### config.mk
export PLATFORM = sky130hd
export DESIGN_NAME = des_pack
export DESIGN_NICKNAME = d
export VERILOG_FILES = /design/src/rtl/des_pack.sv
export SDC_FILE = /design/constraint.sdc
export NUM_CORES = 1
export LEC_CHECK = 0
export CAP_MARGIN = 20
export CORE_AREA = 5 5 82 84
export DETAILED_ROUTE_END_ITERATION = 10
export DIE_AREA = 0 0 87 89
export PLACE_DENSITY = 0.81
export SKIP_LAST_GASP = 1
export SYNTH_ARGS = -nofsm -noshare
export SYNTH_HDL_FRONTEND = slang
export SYNTH_SLANG_ARGS = --single-unit
### constraint.sdc
create_clock -name Cin -period 3.52 [get_ports Cin]
set_input_delay 0.88 -clock Cin [delete_from_list [all_inputs] [get_ports Cin]]
set_output_delay 0.88 -clock Cin [all_outputs]
set_load 0.01 [all_outputs]
### src/rtl/des_pack.sv
// Input-word packer: gathers WORDS valid DIN_W-bit slices into one OUT_W-bit word and
// pulses WE when a word is emitted. Flush emits a partial word with its unfilled slots cleared.
module des_pack #(
  parameter int DIN_W     = 13,
  parameter int WORDS     = 3,
  parameter int OUT_W     = 40,
  parameter bit LSB_FIRST = 1'b1
) (
  input  logic                       Cin,
  input  logic                       RSTn,
  input  logic [DIN_W-1:0]           Din,
  input  logic                       Vin,
  input  logic                       Flush,
  output logic [OUT_W-1:0]           Dout,
  output logic                       WE,
  output logic [$clog2(WORDS+1)-1:0] Len,
  output logic [$clog2(WORDS)-1:0]   cnt
);

  localparam int ACC_W = DIN_W * WORDS;
  localparam int CNT_W = $clog2(WORDS);
  localparam int LEN_W = $clog2(WORDS + 1);

  generate
    if (OUT_W < ACC_W) begin : g_bad_width
      $error("des_pack: OUT_W must be at least DIN_W*WORDS");
    end
  endgenerate

  logic [ACC_W-1:0] acc_q, acc_d;
  logic [CNT_W-1:0] cnt_q, cnt_d;
  logic [OUT_W-1:0] dout_q, dout_d;
  logic [LEN_W-1:0] len_q, len_d;
  logic             we_q, we_d;
  logic [ACC_W-1:0] merged;
  logic             complete;

  // Each slot takes Din only when it is the slot addressed by the current arrival index.
  generate
    for (genvar gi = 0; gi < WORDS; gi++) begin : g_slot
      localparam int K = LSB_FIRST ? gi : (WORDS - 1 - gi);
      assign merged[gi*DIN_W +: DIN_W] =
        (Vin && (cnt_q == CNT_W'(K))) ? Din : acc_q[gi*DIN_W +: DIN_W];
    end
  endgenerate

  assign complete = Vin && (cnt_q == CNT_W'(WORDS - 1));

  always_comb begin
    acc_d  = acc_q;
    cnt_d  = cnt_q;
    dout_d = dout_q;
    len_d  = len_q;
    we_d   = 1'b0;
    if (complete) begin
      dout_d = OUT_W'(merged);
      len_d  = LEN_W'(WORDS);
      we_d   = 1'b1;
      acc_d  = '0;
      cnt_d  = '0;
    end else if (Flush && ((cnt_q != '0) || Vin)) begin
      // Slots never written since the last clear are still zero, so no masking is needed.
      dout_d = OUT_W'(merged);
      len_d  = LEN_W'(cnt_q) + LEN_W'(Vin);
      we_d   = 1'b1;
      acc_d  = '0;
      cnt_d  = '0;
    end else if (Vin) begin
      acc_d = merged;
      cnt_d = cnt_q + CNT_W'(1);
    end
  end

  always_ff @(posedge Cin) begin
    if (!RSTn) begin
      acc_q  <= '0;
      cnt_q  <= '0;
      dout_q <= '0;
      len_q  <= '0;
      we_q   <= 1'b0;
    end else begin
      acc_q  <= acc_d;
      cnt_q  <= cnt_d;
      dout_q <= dout_d;
      len_q  <= len_d;
      we_q   <= we_d;
    end
  end

  assign Dout = dout_q;
  assign WE   = we_q;
  assign Len  = len_q;
  assign cnt  = cnt_q;

endmodule

Word-level counts from Yosys, hierarchy flattened
Index checks and enable logic that the tools add are counted.
{"block": "classes", "add_sub_neg": 2, "n_mul": 0, "div_mod_pow": 0, "magnitude_cmp": 0, "n_eq_ne": 2, "shift": 0, "muxes": 9, "n_bitwise": 1, "reduce_logical": 9}
{"cell": "39-bit 2-to-1 mux", "n": 2}
{"cell": "13-bit 2-to-1 mux", "n": 3}
{"cell": "1-bit logical AND", "n": 4}
{"cell": "2-bit 2-to-1 mux", "n": 2}
{"cell": "2-bit nonzero test", "n": 2}
{"cell": "3-bit OR reduction", "n": 1}
{"cell": "2-bit by 1-bit adder with 2-bit output", "n": 1}
{"cell": "2-bit by 1-bit adder with 2-bit output (second input constant)", "n": 1}
{"cell": "2-bit by 1-bit == test with 1-bit output (second input constant)", "n": 1}
{"cell": "2-bit == test (second input constant)", "n": 1}
{"cell": "2-bit logical NOT", "n": 1}
{"cell": "1-bit 2-to-1 mux", "n": 2}
{"cell": "1-bit logical OR", "n": 1}
{"cell": "1-bit inverter", "n": 1}
{"block": "word_totals", "register_bits": 83, "latchBits": 0, "ram_bits": 0, "mem_bits_ro": 0, "inputBits": 17, "output_inout_bits": 45, "mem_count": 0}

Logic depth before layout (Yosys ltp)
Gate-level depths: netlist of the first run.
{"block": "depth", "depth_word": 5, "ltp_mapped": 7}

Least setup slack after synthesis of the first run
Ideal clock, no wire load.
{"block": "synth_path", "path_type": "input port to flip-flop", "from": "input port Vin", "to": "register dout_q[3], in the netlist Dout[3]", "setup_ps": 120, "arrival_ps": 1607, "t_required_ps": 3400, "slack_ps": 1793, "cell_stages": 5, "path_cell_list": "buf_6 nand2_2 buf_6 mux2i_1 o2bb2ai_2"}
{"block": "synth_via", "elab_chain_cells": 4, "elab_cells_between_ends": 8, "classes_between": "3 x mux; 5 x reduce/logical"}
{"element": "from (decl)", "line_no": "12", "text": "input logic Vin,"}
{"element": "1-bit logical AND", "line_no": "43", "text": "(Vin && (cnt_q == CNT_W'(K))) ? Din : acc_q[gi*DIN_W +: DIN_W];"}
{"element": "13-bit 2-to-1 mux", "line_no": "43"}
{"element": "39-bit 2-to-1 mux", "line_no": "61", "text": "end else if (Flush && ((cnt_q != '0) || Vin)) begin"}
{"element": "39-bit 2-to-1 mux", "line_no": "55", "text": "if (complete) begin"}
{"element": "to (signal assigned)", "line_no": "84", "text": "dout_q <= dout_d;"}
{"element": "to (decl)", "line_no": "32", "text": "logic [OUT_W-1:0] dout_q, dout_d;"}
Several ways; a longest one is shown, not always the timed one. The select of a mux whose other input is x is not followed.
A chain may end at the register's enable or synchronous reset.

Worst setup path in the final report of the first run
{"block": "layout_path", "from": "input port Vin", "to": "register len_q[1], in the netlist Len[1]"}
{"block": "layout_via", "elab_chain_cells": 3, "elab_cells_between_ends": 7, "classes_between": "1 x add/sub; 2 x mux; 4 x reduce/logical"}
{"element": "2-bit by 1-bit adder with 2-bit output / 1-bit logical OR (equally long branches)", "line_no": "64, 61"}
{"element": "2-bit 2-to-1 mux / 1-bit logical AND (equally long branches)", "line_no": "61"}
{"element": "2-bit 2-to-1 mux / 2-bit nonzero test (equally long branches)"}
{"element": "to (signal assigned)", "line_no": "85", "text": "len_q <= len_d;"}
{"element": "to (decl)", "line_no": "33", "text": "logic [LEN_W-1:0] len_q, len_d;"}
Several ways; a longest one is shown, not always the timed one. The select of a mux whose other input is x is not followed.

==> results of run 1 <==
-- registers in the layout, summed over array words and instances (netlist names) --
name	flops
acc_q	39
Dout	39
Len	2
WE	1
cnt	2
-- cells in the mapped netlist (2+ instances only) --
cell / instances
o2bb2ai_2: 22
ha_1: 4
buf_2: 4
o2bb2ai_1: 18
xnor2_1: 2
inv_1: 3
nand2_2: 3
dfxtp_1: 83
nor2_1: 41
buf_6: 12
mux2i_1: 40
-- cell families (layout without fill, tap and decap cells) --
kind of cell,count (synthesis),in the layout,synth area share [%]
adders and majority gates,4,4,1.638
AOI/OAI and AO/OA,44,44,17.49
and+or+nand+nor,48,48,6.511
DFF,83,83,54.38
buffers and inverters,21,81,6.183
other,1,1,0.1227
muxes,40,40,13.10
xor gates and xnor gates,2,2,0.5734
-- through the flow --
stage | hold WS, ps | std cells | worst slack (ps) | area (sq um)
floorplan | 460.0 | 243 | 1793 | 3055
global placement | 446.6 | 362 | 861.0 | 3587
detailed placement | 450.0 | 362 | 809.9 | 3587
CTS | 474.6 | 378 | 1171 | 3814
global route | 492.1 | 378 | 1081 | 3814
finish | 470.2 | 378 | 1179 | 3814
-- how the worst max path moves through the flow --
stage	start	to	slack (ps)
after CTS	Vin	Len[1]	1170
final	Vin	Len[1]	1180
after floorplan	Vin	Dout[3]	1790
after detailed placement	Vin	Len[1]	810
after global placement	Vin	Len[1]	860
after global routing	Vin	Len[1]	1080
-- critical path: stages --
cell	delay, ps
clkdlybuf4s50_1	630
o21ai_4	170
a21bo_4	570
inv_1	120
a22o_1	200
-- layer usage --
metal / global-route usage, % / part of all wire [%] / vias up
met5: 0 / 0 / -
met4: 6.799 / 1.4 / 0
met3: 4.793 / 6.1 / 7
met2: 23.88 / 46 / 51
met1: 21.70 / 46 / 919
li1: - / - / 967
-- area by class of cell --
type | count | area (sq um)
Multi-Input combinational cell | 139 | 1205
Clock buffer | 10 | 137.6
Inverter | 3 | 11.26
Timing Repair Buffer | 62 | 615.6
Tap cell | 75 | 93.84
Fill cell | 451 | 2037
Sequential cell | 83 | 1662
Clock inverter | 6 | 88.84
-- power breakdown --
group,switching (mW),total (mW),internal (mW),leakage (nW)
clock network,0.328,0.746,0.419,0.108
registers,0.0163,0.985,0.969,0.672
logic,0.112,0.204,0.0911,0.789
-- cell usage in the layout, fill, tap and decap left out, types with 2 or more instances in the layout --
cell / Yosys / routed
xnor2_1: 2 / 2
buf_4: 1 / 2
bufinv_16: 0 / 2
clkinvlp_4: 0 / 2
clkbuf_8: 0 / 10
inv_1: 3 / 3
mux2i_1: 40 / 40
o2bb2ai_2: 22 / 22
o2bb2ai_1: 18 / 18
dfxtp_1: 83 / 83
clkdlybuf4s50_1: 0 / 60
nor2_1: 41 / 41
ha_1: 4 / 4
nand2_2: 3 / 3
==> metrics.md, run 1 <==
| Metric | Value |
|---|---|
| Avg WL per Cell | 15.25 um |
| Synth Flop Type | dfxtp_1 |
| Final Wtd Congestion | 0.6882 |
| Hold depth | 1 |
| HP Class | flop to flop |
| Yosys top cell area share | 54.38% |
| Setup Skew | 9.563 ps |
| Synth async-reset ratio | 0% |
| # nets final | 319 |
| Hold Startpoint | Dout[9] |
| H-tree level count | 3 |
| Clock Sinks | 83 |
| Synthesized area | 0.003055 sq mm |
| Post-synthesis register bit count | 83 |
| Root Driver | clkbuf_8 |
| Final period util | 66.50% |
| Via/cell ratio | 5.143 |
| Pwr Total | 1.935 mW |
| # DRC | 0 |
| Die area | 0.007743 sq mm |
| # Max-Cap Violations | 0 |
| Gate Count Post-Synth | 243 |
| Setup Crit Path Kind | input pin to flop |
| Initial antenna violation count | 0 |
| Worst-Margin Slew | 659.9 ps |
| Io pins | 62 |
| Crit path time final | 2341 ps |
| # hold bufs at CTS | 0 |
| TritonCTS buffer count | 9 |
| Reg2reg end | Len[1] |
| Worst-path fanout max | 41 |
| Max_slew headroom | 56.01% |
| Pin count of the biggest net entering global routing | 42 |
| Skew-Pair Late Insertion Delay | 340 ps |
| Share of cells above drive strength 1 | 15.18% |
| Initial cell density of the core | 52.22% |
| EDFF count, synth | 0 |
| Die Wd | 87 um |
| Core ar. | 0.005851 sq mm |
| Hold endpoint | Dout[9] |
| Post-layout util | 65.18% |
| Vias in the first global route | 1916 |
| ANT cells | 0 |
| TritonCTS clock tree | yes |
| Setup TNS | 0 ps |
| Syn_area_per_cell | 12.57 sq um |
| Setup violators final | 0 |
| Fmax achieved | 427.2 MHz |
| Arrival time at the worst endpoint | 2570 ps |
| Cell variety after synth | 22 |
| Critical Path Sink Type | flop |
| Post-DP HPWL | 3742 um |
| PostCTS Resize Cnt | 0 |
| R2r setup slk | 1540 ps |
| RSZ-0062 raised after global routing | no |
| DR pass1 iterations | 4 |
| Final hold viol count | 0 |
| Final slew viol count | 0 |
| Synthesized net count | 264 |
| DIE HEIGHT | 89 um |
| Area grow syn2layout | 24.82% |
| Warnings, synthesis | 0 |
| Post-DRT Antenna Nets | 0 |
| Sequential-to-total area share from yosys stat | 54.38% |
| P per Cell Area | 507.4 mW/mm^2 |
| Maximum VDD drop | 266.4 uV |
| Routed wire length | 5766 um |
| Worst Setup Start Kind | input pin |
| Lkg Pwr | 1.570 nW |
| Post-synth top area cell | dfxtp_1 |
| Site Rows | 28 |
| Vias | 1944 |
| First-pass GRT wire length | 9542 um |
| CTS Buffer Depth | 2 |
| Synth area leaders | dfxtp_1 (54%), mux2i_1 (13%), o2bb2ai_2 (11%) |
| Total global-route track usage | 16.04% |
| Postcts setup bufs | 0 |
| FF-to-FF Start | cnt[0] |
| Status | complete, no violations |
| Buffers on Ports | 60 |
| Gr ovfl total | 0 |
| Worst EP required | 3750 ps |
| Worst Reg2Reg Path Length in Cells | 6 |
| First DRT Iteration DRCs | 96 |
| Clock slew at the register clock pins of the worst setup and hold paths | 80 ps |
No activity file was read; power rests on OpenSTA's default activity.
==> run 2, diff against run 1 <==
Settings changed: CORE_AREA 5 5 82 84 to 5 5 89 91, DIE_AREA 0 0 87 89 to 0 0 94 96, PLACE_DENSITY 0.81 to 0.73.
Clock period 3.52 ns to 2.13 ns, I/O delays scaled along.
==> metrics.md, run 2 (synthesized netlist as in run 1, its figures left out) <==
| Metric | Value |
|---|---|
| Status | complete, no violations (unchanged) |
| Max_slew headroom | 55.77% (was 56.01%) |
| Final period util | 91.99% |
| Hold depth | 1 (unchanged) |
| CTS Buffer Depth | 2 (unchanged) |
| Met2 GRT Util | 22.12% (was 23.88%) |
| Vias | 1985 (was 1944) |
| First-pass GRT wire length | 9915 um (was 9542 um) |
| Share of cells above drive strength 1 | 17.89% (was 15.18%) |
| PostCTS Resize Cnt | 0 (unchanged) |
| Initial cell density of the core | 43.28% (was 52.22%) |
| Hold endpoint | Dout[8] (was Dout[9]) |
| First DRT Iteration DRCs | 70 (was 96) |
| Met1 usage | 18.45% (was 21.70%) |
| Final hold viol count | 0 (unchanged) |
| Post-layout util | 56.03% (was 65.18%) |
| Gr ovfl total | 0 (unchanged) |
| Fmax achieved | 510.3 MHz |
| Skew-Pair Late Insertion Delay | 360 ps (was 340 ps) |
| Worst Setup Start Kind | flop (was input pin) |
| Die Wd | 94 um (was 87 um) |
| Total global-route track usage | 14.31% (was 16.04%) |
| Postcts setup bufs | 0 (unchanged) |
| Delay of the slowest critical-path stage | 570 ps (was 630 ps) |
| Final slew viol count | 0 (unchanged) |
| Clock slew at the register clock pins of the worst setup and hold paths | 80 ps (about the same) |
| Worst Reg2Reg Path Length in Cells | 6 (unchanged) |
| Worst EP required | 2380 ps (was 3750 ps) |
| Avg WL per Cell | 14.49 um (was 15.25 um) |
| Crit-path cells | inv_1 -> ha_1 -> o21ai_4 -> a21bo_4 -> inv_1 -> a22o_1 (was clkdlybuf4s50_1 -> o21ai_4 -> a21bo_4 -> inv_1 -> a22o_1) |
| Root Driver | clkbuf_8 (unchanged) |
| R2r setup slk | 170 ps (was 1540 ps) |
| TritonCTS buffer count | 9 (unchanged) |
| # Max-Cap Violations | 0 (unchanged) |
| Post-DRT Antenna Nets | 0 (unchanged) |
| Hold Startpoint | Dout[8] (was Dout[9]) |
| Reg2reg end | Len[1] (unchanged) |
| Setup Crit Path Kind | flop to flop (was input pin to flop) |
| RSZ-0062 raised after global routing | no (unchanged) |
| Pin count of the biggest net entering global routing | 42 (unchanged) |
| Initial antenna violation count | 0 (unchanged) |
| Buffers on Ports | 60 (unchanged) |
| Maximum VDD drop | 382.2 uV (was 266.4 uV) |
| Die area | 0.009024 sq mm (was 0.007743 sq mm) |
| Setup TNS | 0 ps (unchanged) |
| Grt met3 use | 3.362% (was 4.793%) |
| Slowest CP cell | a21bo_4 (was clkdlybuf4s50_1) |
| P per Cell Area | 794.7 mW/mm^2 (was 507.4 mW/mm^2) |
| DIE HEIGHT | 96 um (was 89 um) |
| Critical Path Sink Type | flop (unchanged) |
| Most frequent cells in the layout | dfxtp_1 (83), clkdlybuf4s50_1 (60), nor2_1 (41) (unchanged) |
| Arrival time at the worst endpoint | 2210 ps (was 2570 ps) |
| Setup Skew | 13.61 ps (was 9.563 ps) |
| Core ar. | 0.007059 sq mm (was 0.005851 sq mm) |
| Hold WS | 475.8 ps (was 470.2 ps) |
| Commonest non-fill, non-tap cell in the layout | dfxtp_1 (unchanged) |
| DR pass1 iterations | 4 (unchanged) |
| Routed wire length | 5971 um (was 5766 um) |
| Most frequent CP cell | inv_1 |
| Site Rows | 31 (was 28) |
| FF-to-FF Start | cnt[0] (unchanged) |
| Area grow syn2layout | 29.44% (was 24.82%) |
| H-tree level count | 3 (unchanged) |
| Grt peak-use layer | met2 (unchanged) |
| Vias in the first global route | 1962 (was 1916) |
| TritonCTS clock tree | yes (unchanged) |
| Worst-path fanout max | 41 (unchanged) |
| HP Class | flop to flop (unchanged) |
| # hold bufs at CTS | 0 (unchanged) |
| # DRC | 0 (unchanged) |
| Crit path time final | 1959 ps |
| Final Wtd Congestion | 0.7276 (was 0.6882) |
| Post-DP HPWL | 4055 um (was 3742 um) |
| ANT cells | 0 (unchanged) |
| Via/cell ratio | 4.818 (was 5.143) |
| # nets final | 329 (was 319) |
| Io pins | 62 (unchanged) |
| Lkg Pwr | 1.626 nW (was 1.570 nW) |
| Worst-Margin Slew | 663.4 ps (was 659.9 ps) |
| Clock Sinks | 83 (unchanged) |
| Setup violators final | 0 (unchanged) |
run 2: cell types whose count changed in the layout (fill, tap and decap cells not counted):
| cell | change |
|---|---|
| inv_6 | +2 |
| buf_12 | +5 |
| buf_4 | +5 |
| bufinv_16 | -1 |
| clkbuf_8 | -1 |
run 2: worst max path at each step:
stage	start	end	slack [ps]	depth (start not counted)
after floorplan	cnt[0]	Dout[26]	570	7
after global placement	Flush	Len[1]	-50	5
after detailed placement	Flush	Len[1]	-80	5
after CTS	cnt[0]	Len[1]	130	6
after global routing	cnt[0]	Len[1]	30	6
final	cnt[0]	Len[1]	170	6
run 2: area by class of cell:
type | instances | area, sq um
fillers | 640 | 3104
repair buffers | 72 | 753.2
clock inverters | 7 | 76.32
well taps | 99 | 123.9
inverters | 3 | 11.26
flip-flops and latches | 83 | 1662
clock buffers | 9 | 123.9
multi-input cells | 139 | 1205
run 2: critical path, delay by kind of cell, from the launching register on:
| kind | cells | cell delay (ps) |
|---|---|---|
| AOI/OAI and AO/OA | 3 | 920 |
| adders and majority gates | 1 | 270 |
| buffers and inverters | 2 | 210 |
| DFF | 1 | 450 |
run 2: metrics by stage:
stage                     instances  setup slack [ps]  instance area, sq um  power, mW
after global routing            412             26.37                  3955      3.278
after floorplan                 243             570.1                  3055      1.902
final                           412             170.5                  3955      3.143
after global placement          396            -50.88                  3755      2.042
after CTS                       412             134.8                  3955      3.180
after detailed placement        396            -82.22                  3755      2.048
run 2: power by group:
part / switching (mW) / total (mW) / internal, mW / leakage, nW
clock network: 0.587 / 1.14 / 0.549 / 0.0962
logic: 0.195 / 0.380 / 0.185 / 0.858
registers: 0.0258 / 1.63 / 1.60 / 0.672
run 2: routing by layer:
layer / wire length [um] / vias up / part of all wire, %
met5: 0 / - / 0
met4: 143 / 0 / 2.4
met3: 235 / 8 / 3.9
met2: 2744 / 45 / 46
met1: 2847 / 942 / 48
li1: - / 990 / -
==> run 3, diff against run 2 <==
Settings changed: TNS_END_PERCENT set to 5.
==> results of run 3 <==
Same layout as run 2: the final DEF is identical, and so are final timing and power.
